==> src/rtl/mem_arbiter_pkg.sv <==
// Shared types and constants for the two-requester memory arbiter.
// Response arrives RSP_LATENCY cycles after the accepting cycle.
package mem_arbiter_pkg;

  typedef enum logic [1:0] {
    IDLE  = 2'd0,
    ISSUE = 2'd1,
    DONE  = 2'd2
  } state_t;

  typedef logic reqId_t;

  localparam int RSP_LATENCY = 2;

  function automatic reqId_t grantToId(input logic [1:0] grant);
    return grant[1];
  endfunction

endpackage

==> src/rtl/mem_arbiter_if.sv <==
// Requester, response and memory-side signals of mem_arbiter.
// The arbiter uses the slave modport; requesters plus the memory model sit on master.
interface mem_arbiter_if #(
  parameter int DATA_W = 32
);

  logic              req0_valid_i;
  logic              req0_write_i;
  logic [DATA_W-1:0] req0_addr_i;
  logic [DATA_W-1:0] req0_wdata_i;
  logic              req0_ready_o;
  logic              rsp0_valid_o;
  logic [DATA_W-1:0] rsp0_rdata_o;
  logic              rsp0_err_o;

  logic              req1_valid_i;
  logic              req1_write_i;
  logic [DATA_W-1:0] req1_addr_i;
  logic [DATA_W-1:0] req1_wdata_i;
  logic              req1_ready_o;
  logic              rsp1_valid_o;
  logic [DATA_W-1:0] rsp1_rdata_o;
  logic              rsp1_err_o;

  logic [DATA_W-1:0] mem_addr_o;
  logic [DATA_W-1:0] mem_wdata_o;
  logic              mem_read_o;
  logic              mem_write_o;
  logic [DATA_W-1:0] mem_rdata_i;

  modport slave (
    input  req0_valid_i, req0_write_i, req0_addr_i, req0_wdata_i,
    input  req1_valid_i, req1_write_i, req1_addr_i, req1_wdata_i,
    input  mem_rdata_i,
    output req0_ready_o, rsp0_valid_o, rsp0_rdata_o, rsp0_err_o,
    output req1_ready_o, rsp1_valid_o, rsp1_rdata_o, rsp1_err_o,
    output mem_addr_o, mem_wdata_o, mem_read_o, mem_write_o
  );

  modport master (
    output req0_valid_i, req0_write_i, req0_addr_i, req0_wdata_i,
    output req1_valid_i, req1_write_i, req1_addr_i, req1_wdata_i,
    output mem_rdata_i,
    input  req0_ready_o, rsp0_valid_o, rsp0_rdata_o, rsp0_err_o,
    input  req1_ready_o, rsp1_valid_o, rsp1_rdata_o, rsp1_err_o,
    input  mem_addr_o, mem_wdata_o, mem_read_o, mem_write_o
  );

endinterface

==> src/rtl/mem_arb_pick.sv <==
// Two-way winner select, purely combinational: ptr breaks ties when both request.
// nextPtr points away from the winner so the other side is preferred next time.
module mem_arb_pick
  import mem_arbiter_pkg::*;
(
  input  logic [1:0] valid,
  input  reqId_t     ptr,
  output logic [1:0] grant,
  output reqId_t     nextPtr
);

  always_comb begin
    grant = valid;
    if (valid == 2'b11) begin
      grant = ptr ? 2'b10 : 2'b01;
    end
  end

  assign nextPtr = (grant == 2'b00) ? ptr : ~grantToId(grant);

endmodule

==> src/rtl/mem_arbiter.sv <==
// Two-requester single-port memory arbiter: accept T, strobe T+1, response T+2, next accept T+3.
// Losers simply see ready low and hold valid; MEM_ARBITER_RR_EN selects round-robin over fixed priority.
module mem_arbiter
  import mem_arbiter_pkg::*;
#(
  parameter int DEPTH  = 8,
  parameter int DATA_W = 32
) (
  input  logic         clk_i,
  input  logic         rst_i,
  mem_arbiter_if.slave bus
);

  state_t            state;
  state_t            stateNext;
  logic [1:0]        reqValid;
  logic [1:0]        grant;
  reqId_t            ptr;
  reqId_t            nextPtr;
  logic              accept;

  logic              selWrite;
  logic [DATA_W-1:0] selAddr;
  logic [DATA_W-1:0] selWdata;

  logic              latWrite;
  logic              latErr;
  reqId_t            latId;
  logic [DATA_W-1:0] latAddr;
  logic [DATA_W-1:0] latWdata;
  logic [DATA_W-1:0] rspData;

  assign reqValid = {bus.req1_valid_i, bus.req0_valid_i};
  assign accept   = (state == IDLE) && (reqValid != 2'b00);

`ifdef MEM_ARBITER_RR_EN
  always_ff @(posedge clk_i) begin
    if (rst_i) begin
      ptr <= 1'b0;
    end else if (accept) begin
      ptr <= nextPtr;
    end
  end
`else
  reqId_t unusedNextPtr;
  assign ptr           = 1'b0;
  assign unusedNextPtr = nextPtr;
`endif

  mem_arb_pick uPick (
    .valid   (reqValid),
    .ptr     (ptr),
    .grant   (grant),
    .nextPtr (nextPtr)
  );

  always_comb begin
    selWrite = bus.req0_write_i;
    selAddr  = bus.req0_addr_i;
    selWdata = bus.req0_wdata_i;
    if (grant[1]) begin
      selWrite = bus.req1_write_i;
      selAddr  = bus.req1_addr_i;
      selWdata = bus.req1_wdata_i;
    end
  end

  always_ff @(posedge clk_i) begin
    if (rst_i) begin
      state <= IDLE;
    end else begin
      state <= stateNext;
    end
  end

  // Range errors are resolved at acceptance so ISSUE only has to gate strobes.
  always_ff @(posedge clk_i) begin
    if (rst_i) begin
      latWrite <= 1'b0;
      latErr   <= 1'b0;
      latId    <= 1'b0;
      latAddr  <= '0;
      latWdata <= '0;
      rspData  <= '0;
    end else begin
      if (accept) begin
        latWrite <= selWrite;
        latErr   <= (selAddr >= DATA_W'(DEPTH));
        latId    <= grantToId(grant);
        latAddr  <= selAddr;
        latWdata <= selWdata;
      end
      if (state == ISSUE) begin
        rspData <= (!latWrite && !latErr) ? bus.mem_rdata_i : '0;
      end
    end
  end

  always_comb begin
    stateNext        = state;
    bus.req0_ready_o = 1'b0;
    bus.req1_ready_o = 1'b0;
    bus.rsp0_valid_o = 1'b0;
    bus.rsp0_rdata_o = '0;
    bus.rsp0_err_o   = 1'b0;
    bus.rsp1_valid_o = 1'b0;
    bus.rsp1_rdata_o = '0;
    bus.rsp1_err_o   = 1'b0;
    bus.mem_addr_o   = '0;
    bus.mem_wdata_o  = '0;
    bus.mem_read_o   = 1'b0;
    bus.mem_write_o  = 1'b0;
    case (state)
      IDLE: begin
        bus.req0_ready_o = grant[0];
        bus.req1_ready_o = grant[1];
        if (accept) begin
          stateNext = ISSUE;
        end
      end
      ISSUE: begin
        bus.mem_addr_o  = latAddr;
        bus.mem_wdata_o = latWdata;
        bus.mem_read_o  = !latErr && !latWrite;
        bus.mem_write_o = !latErr && latWrite;
        stateNext       = DONE;
      end
      DONE: begin
        if (latId == 1'b0) begin
          bus.rsp0_valid_o = 1'b1;
          bus.rsp0_rdata_o = rspData;
          bus.rsp0_err_o   = latErr;
        end else begin
          bus.rsp1_valid_o = 1'b1;
          bus.rsp1_rdata_o = rspData;
          bus.rsp1_err_o   = latErr;
        end
        stateNext = IDLE;
      end
      default: begin
        stateNext = IDLE;
      end
    endcase
  end

  assert property (@(posedge clk_i) !(bus.mem_read_o && bus.mem_write_o));
  assert property (@(posedge clk_i) !(bus.req0_ready_o && bus.req1_ready_o));
  assert property (@(posedge clk_i) !(bus.rsp0_valid_o && bus.rsp1_valid_o));

endmodule

==> src/flat_wrapper.sv <==
// flat-port wrapper written by rule: the top's interface ports become plain ports
module mem_arbiter_flat import mem_arbiter_pkg::*;
#(
  parameter int DEPTH  = 8,
  parameter int DATA_W = 32
)
  (clk_i, rst_i, bus_req0_valid_i, bus_req0_write_i, bus_req0_addr_i, bus_req0_wdata_i, bus_req1_valid_i, bus_req1_write_i, bus_req1_addr_i, bus_req1_wdata_i, bus_mem_rdata_i, bus_req0_ready_o, bus_rsp0_valid_o, bus_rsp0_rdata_o, bus_rsp0_err_o, bus_req1_ready_o, bus_rsp1_valid_o, bus_rsp1_rdata_o, bus_rsp1_err_o, bus_mem_addr_o, bus_mem_wdata_o, bus_mem_read_o, bus_mem_write_o);
  mem_arbiter_if #(.DATA_W(DATA_W)) bus_i ();
  input  logic clk_i;
  input  logic rst_i;
  input wire logic [$bits(bus_i.req0_valid_i)-1:0] bus_req0_valid_i;
  input wire logic [$bits(bus_i.req0_write_i)-1:0] bus_req0_write_i;
  input wire logic [$bits(bus_i.req0_addr_i)-1:0] bus_req0_addr_i;
  input wire logic [$bits(bus_i.req0_wdata_i)-1:0] bus_req0_wdata_i;
  input wire logic [$bits(bus_i.req1_valid_i)-1:0] bus_req1_valid_i;
  input wire logic [$bits(bus_i.req1_write_i)-1:0] bus_req1_write_i;
  input wire logic [$bits(bus_i.req1_addr_i)-1:0] bus_req1_addr_i;
  input wire logic [$bits(bus_i.req1_wdata_i)-1:0] bus_req1_wdata_i;
  input wire logic [$bits(bus_i.mem_rdata_i)-1:0] bus_mem_rdata_i;
  output wire logic [$bits(bus_i.req0_ready_o)-1:0] bus_req0_ready_o;
  output wire logic [$bits(bus_i.rsp0_valid_o)-1:0] bus_rsp0_valid_o;
  output wire logic [$bits(bus_i.rsp0_rdata_o)-1:0] bus_rsp0_rdata_o;
  output wire logic [$bits(bus_i.rsp0_err_o)-1:0] bus_rsp0_err_o;
  output wire logic [$bits(bus_i.req1_ready_o)-1:0] bus_req1_ready_o;
  output wire logic [$bits(bus_i.rsp1_valid_o)-1:0] bus_rsp1_valid_o;
  output wire logic [$bits(bus_i.rsp1_rdata_o)-1:0] bus_rsp1_rdata_o;
  output wire logic [$bits(bus_i.rsp1_err_o)-1:0] bus_rsp1_err_o;
  output wire logic [$bits(bus_i.mem_addr_o)-1:0] bus_mem_addr_o;
  output wire logic [$bits(bus_i.mem_wdata_o)-1:0] bus_mem_wdata_o;
  output wire logic [$bits(bus_i.mem_read_o)-1:0] bus_mem_read_o;
  output wire logic [$bits(bus_i.mem_write_o)-1:0] bus_mem_write_o;
  assign bus_i.req0_valid_i = bus_req0_valid_i;
  assign bus_i.req0_write_i = bus_req0_write_i;
  assign bus_i.req0_addr_i = bus_req0_addr_i;
  assign bus_i.req0_wdata_i = bus_req0_wdata_i;
  assign bus_i.req1_valid_i = bus_req1_valid_i;
  assign bus_i.req1_write_i = bus_req1_write_i;
  assign bus_i.req1_addr_i = bus_req1_addr_i;
  assign bus_i.req1_wdata_i = bus_req1_wdata_i;
  assign bus_i.mem_rdata_i = bus_mem_rdata_i;
  assign bus_req0_ready_o = bus_i.req0_ready_o;
  assign bus_rsp0_valid_o = bus_i.rsp0_valid_o;
  assign bus_rsp0_rdata_o = bus_i.rsp0_rdata_o;
  assign bus_rsp0_err_o = bus_i.rsp0_err_o;
  assign bus_req1_ready_o = bus_i.req1_ready_o;
  assign bus_rsp1_valid_o = bus_i.rsp1_valid_o;
  assign bus_rsp1_rdata_o = bus_i.rsp1_rdata_o;
  assign bus_rsp1_err_o = bus_i.rsp1_err_o;
  assign bus_mem_addr_o = bus_i.mem_addr_o;
  assign bus_mem_wdata_o = bus_i.mem_wdata_o;
  assign bus_mem_read_o = bus_i.mem_read_o;
  assign bus_mem_write_o = bus_i.mem_write_o;
  mem_arbiter #(.DEPTH(DEPTH), .DATA_W(DATA_W)) u_core (.clk_i(clk_i), .rst_i(rst_i), .bus(bus_i));
endmodule
==> config.mk <==
export PLATFORM = sky130hd
export DESIGN_NAME = mem_arbiter_flat
export DESIGN_NICKNAME = d
export VERILOG_FILES = /design/src/rtl/mem_arbiter_pkg.sv /design/src/rtl/mem_arbiter_if.sv /design/src/rtl/mem_arb_pick.sv /design/src/rtl/mem_arbiter.sv /design/src/flat_wrapper.sv
export SDC_FILE = /design/constraint.sdc
export NUM_CORES = 1
export LEC_CHECK = 0
export CORE_AREA = 2 2 118 120
export CTS_CLUSTER_DIAMETER = 80
export DETAILED_ROUTE_END_ITERATION = 7
export DIE_AREA = 0 0 120 122
export GPL_TIMING_DRIVEN = 0
export PLACE_DENSITY = 0.81
export SLEW_MARGIN = 0
export SYNTH_ARGS = -nofsm -noshare
export SYNTH_HDL_FRONTEND = slang
export SYNTH_SLANG_ARGS = --single-unit
==> constraint.sdc <==
create_clock -name clk_i -period 2.5 [get_ports clk_i]
set_clock_uncertainty 0.1 [all_clocks]
set_input_delay 0.5 -clock clk_i [delete_from_list [all_inputs] [get_ports clk_i]]
set_output_delay 0.5 -clock clk_i [all_outputs]
set_load 0.03 [all_outputs]
* Yosys cells after proc, flatten, opt, wreduce, memory -nomap -nowiden
Index checks and enable logic that the tools add are counted.
W data, S select, Z words.
** Word-level totals
- Flip-flop bits (word level) :: 101
- Logic and storage cells :: 44
** Cells by class
- Order comparisons :: 1
- Equality and inequality tests :: 4
- Mux-type cells :: 25
- Reductions and logical operators :: 7
** Operators by type and width (count)
- $mux W32 :: 9
- $ge A32 B4 Y1 const B :: 1
- $mux W1 :: 13
- $eq A2 B2 Y1 const B :: 2
- $mux W2 :: 2
- $pmux W2 S2 :: 1
- $logic_and A1 B1 Y1 :: 3
- $eq A2 B1 Y1 const B :: 1
- $logic_not A1 Y1 :: 2
- $logic_not A2 Y1 :: 1
- $ne A2 B1 Y1 const B :: 1
- $reduce_bool A2 Y1 :: 1

* Depth between registers and ports, before layout
- Word-level depth :: 4
- Depth in mapped cells :: 7

* Cells and area by module
A second synthesis with hierarchy kept.
** Unflattened totals
- Cell total of the unflattened synthesis :: 591
- Area, all modules :: 5172.5 um^2
** By module, submodules not included
- mem_arbiter :: instances 1, cells an instance 586, area an instance 5144.9 um^2, sequential area each 2021.9 um^2
- mem_arb_pick :: instances 1, cells an instance 5, area an instance 27.5 um^2, sequential area each 0.0 um^2

* Least setup slack after synthesis
OpenSTA, ideal clock, no wires.
- Path kind :: in2out
- Start :: input bus_req0_valid_i
- End :: output bus_req1_ready_o
- Data arrival time :: 1581 ps
- Data required time :: 1900 ps
- Slack :: 319 ps
- Cell stages on the path :: 4
- Buffers on the path :: 2
- Cells stage by stage :: nand2b_1 clkbuf_2 buf_6 nor3_1
** Between the ends
- Word-level cells in the longest chain between the ends :: 3
** RTL lines
- start: declaration :: RTL line flat_wrapper.sv:11 : input wire logic [$bits(bus_i.req0_valid_i)-1:0] bus_req0_valid_i;
- $eq A2 B2 Y1 :: RTL line mem_arb_pick.sv:14 : if (valid == 2'b11) begin
- $mux W2 :: RTL line mem_arb_pick.sv:14
- $mux W1 :: RTL line mem_arbiter.sv:113 : case (state)
- end: declaration :: RTL line flat_wrapper.sv:24 : output wire logic [$bits(bus_i.req1_ready_o)-1:0] bus_req1_ready_o;
Every way passes these cells.

* Final worst setup path
- Start :: register u_core.state[1]
- End :: output bus_mem_write_o
** Between the ends
- Word-level cells in the longest chain between the ends :: 2
** RTL lines
- start: declaration :: RTL line mem_arbiter.sv:14 : state_t state;
- start signal: assignment :: RTL line mem_arbiter.sv:72 : state <= stateNext;
- $eq A2 B1 Y1 :: RTL line mem_arbiter.sv:113
- $mux W1 :: RTL line mem_arbiter.sv:113
- end: declaration :: RTL line flat_wrapper.sv:31 : output wire logic [$bits(bus_i.mem_write_o)-1:0] bus_mem_write_o;
Every way passes these cells.

==> results.md <==
- CP peak stage delay: 0.41 ns
- WS Path Type: reg -> out
- Max-Cap Viols: 0
- Vias in the first global route: 5,688
- Finished Cell Area: 8340 um^2
- Max-slew headroom: 56.0%
- Commonest non-fill, non-tap cell in the layout: clkdlybuf4s50_1
- Commonest non-fill, non-tap cells in the layout: clkdlybuf4s50_1 (164), nand2_1 (131), and2_1 (130), nor2_1 (101), dfxtp_1 (99)
- Top Ports: 302
- Worst skew pair latency: 0.33 ns
- Seq/Total Area, Yosys: 40.0%
- CP delay by family, top: buffers and inverters
- GRT Total Usage: 25.8%
- H-Tree Depth: 3
- Crit Path Max Fanout: 10
- Global-route wire length before repair: 29.7 mm
- Rows: 43
- Startpoint class of the critical path: flop
- Max VDD drop: 0.285 mV
- RSZ-0062 raised after global routing: false
- Inst Count DP: 1,135
- Tcrit/Tclk final: 97.4%
- Cell Pwr Density: 504 nW/um^2
- Critical-path cell list: nand2b_1 -> buf_2 -> buf_2 -> nor3b_1 -> clkdlybuf4s15_1
- Initial antenna violation count: 0
- Vias/cell: 5.09
- Post-DR wirelength/cell: 16.6 um
- Gate Count Post-Synth: 655
- Starting density of the core: 37.4%
- Root buffer cell: clkbuf_16
- Crit end category: output port
- Port Buffer Count: 300
- Area post-placement: 8280 um^2
- Leakage: 3.70 nW
- Total power: 0.00420 W
- WL final: 19.2 mm
- Synth-to-Final Area Change: 65.1%
- Initial drt markers: 331
- Max Clk Rate: 0.410 GHz
- Critical Path Most Common Cell: buf_2
- Slew @ Worst Pin: 0.655 ns
- Die area: 14,600 um^2
- Sequential cell area: 2020 um^2
- Hold Buf Count CTS: 0
- DRT Pass-1 Iters: 5
- Bufs and invs on worst path: 3
- Status: completed
- Core area: 13,500 um^2
- Clock Tree Buf Depth: 2
- Final nets: 1,135
- Routed vias: 5,868
- Min-delay worst type: reg -> reg
- Fillers: 1,304
- Worst-path clk slew: 0.06 ns
- Crit path required time: 1.90 ns
- FF+latch count, synth: 101
- TritonCTS clock tree: built
- Util after Layout: 61.8%
- Layout cell share with drive strength beyond 1: 15.4%
- Avg Cell Area, Syn: 7.71 um^2
- Die Ht: 122 um
- DRC: 0
- Mapped Nets: 821
- Worst EP arrival: 1.84 ns
- Post-DRT Antenna Nets: 0
- Die W: 120 um
- Finished Layout Cells: 1,153
- Grt total ovfl: 0
- Mapped Area: 5050 um^2
- Yosys cell types: 27
- Slew Limit Fails: 0
- Clock sinks: 101
- Antenna Cells: 0
- Largest net degree at the start of global routing: 16
- Final setup viols: 0
- Detailed Place HPWL: 15.1 mm
- Minimum clock period: 2.44 ns
- Fin. Hold Viols: 0
- Routability cong.: 0.930
- Warnings from Yosys: 0
- Hold WS: 0.391 ns
- Slowest CP cell: clkdlybuf4s15_1
- Num CTS Buffers: 9
- Multi-input logic area: 2750 um^2
## what timing repair did
item | 4_1_cts | 5_1_grt
gates resized for setup | 226 | 113
setup buffers | 2 | 1
pin swaps | 0 | 1
endpoints found under the setup margin | 136 | 95
## synth_stat cells, drive strengths merged
library cell	n	share of area [%]
and2	130	16
nor2b	3	0.37
nor4	12	1.5
inv	1	0.074
a22o	1	0.17
nor2	101	7.5
and3b	1	0.17
o21a	1	0.15
nand2b	2	0.25
a311oi	66	11
nand2	131	9.7
a21oi	1	0.099
or4	4	0.59
mux2i	1	0.20
buf	31	3.5
dfxtp	101	40
nand4	2	0.25
nor3	2	0.42
a22oi	32	4.8
nor3b	2	0.40
clkbuf	30	2.3
## where the power goes
group / switching, W / internal [W]
Combinational: 0.000566 / 0.000504
Clock: 0.000600 / 0.000690
Sequential: 0.0000803 / 0.00176
Total: 0.00125 / 0.00296
## metal layers
metal / vias up / GRT usage (%) / share of wire (%)
met4: 0 / 10.5 / 3.2
met2: 284 / 45.3 / 49
met1: 2681 / 30.3 / 40
met3: 46 / 5.85 / 8.2
li1: 2857 / - / -
met5: - / 0 / 0
## flip-flops by register name (all words and copies together) (netlist names)
| register | count |
|---|---|
| u_core.latAddr | 32 |
| u_core.latWdata | 32 |
| u_core.rspData | 32 |
| u_core.state | 2 |
| u_core.latErr | 1 |
| u_core.latId | 1 |
| u_core.latWrite | 1 |
## kinds of logic after synthesis
| group | share of synthesized area, % |
|---|---|
| muxes | 0.198 |
| buffers and inverters | 5.87 |
| DFF | 40.0 |
| AOI/OAI and AO/OA | 16.6 |
| and+or+nand+nor | 37.3 |
## final timing paths
path / startpoint / cells after the start / slack (ns) / end
max: u_core.state[1]$_SDFFE_PP0P_ / 5 / 0.06 / bus_mem_write_o
min: u_core.latAddr[4]$_SDFFE_PP0P_ / 2 / 0.39 / u_core.latAddr[4]$_SDFFE_PP0P_
max reg2reg: u_core.state[1]$_SDFFE_PP0P_ / 7 / 0.78 / u_core.latAddr[3]$_SDFFE_PP0P_
min reg2reg: u_core.latAddr[4]$_SDFFE_PP0P_ / 2 / 0.39 / u_core.latAddr[4]$_SDFFE_PP0P_
## final cells by class
type	count	share of cell area (%)
buffer	61	3.87
clock buffer	10	2.86
clock inverter	5	0.330
inverter	1	0.0450
multi-input combinational	492	32.9
sequential	101	24.3
tap	180	2.70
timing repair buffer	303	33.0
## metrics by stage
stage               worst slack (ns)  setup TNS (ns)
floorplan                      0.319               0
global route                 0.00127               0
detailed placement            -0.601          -27.78
finish                        0.0639               0
global placement              -0.589          -28.23
CTS                          -0.0809         -0.0809
## worst register-to-register path, cell delays in order (launching register included)
cell,delay [ns]
dfxtp_2,0.35
nor2_1,0.21
o21a_1,0.15
buf_4,0.15
buf_6,0.16
buf_4,0.20
nor2_1,0.05
a311oi_1,0.25
Power figures use the tool's default switching activity.
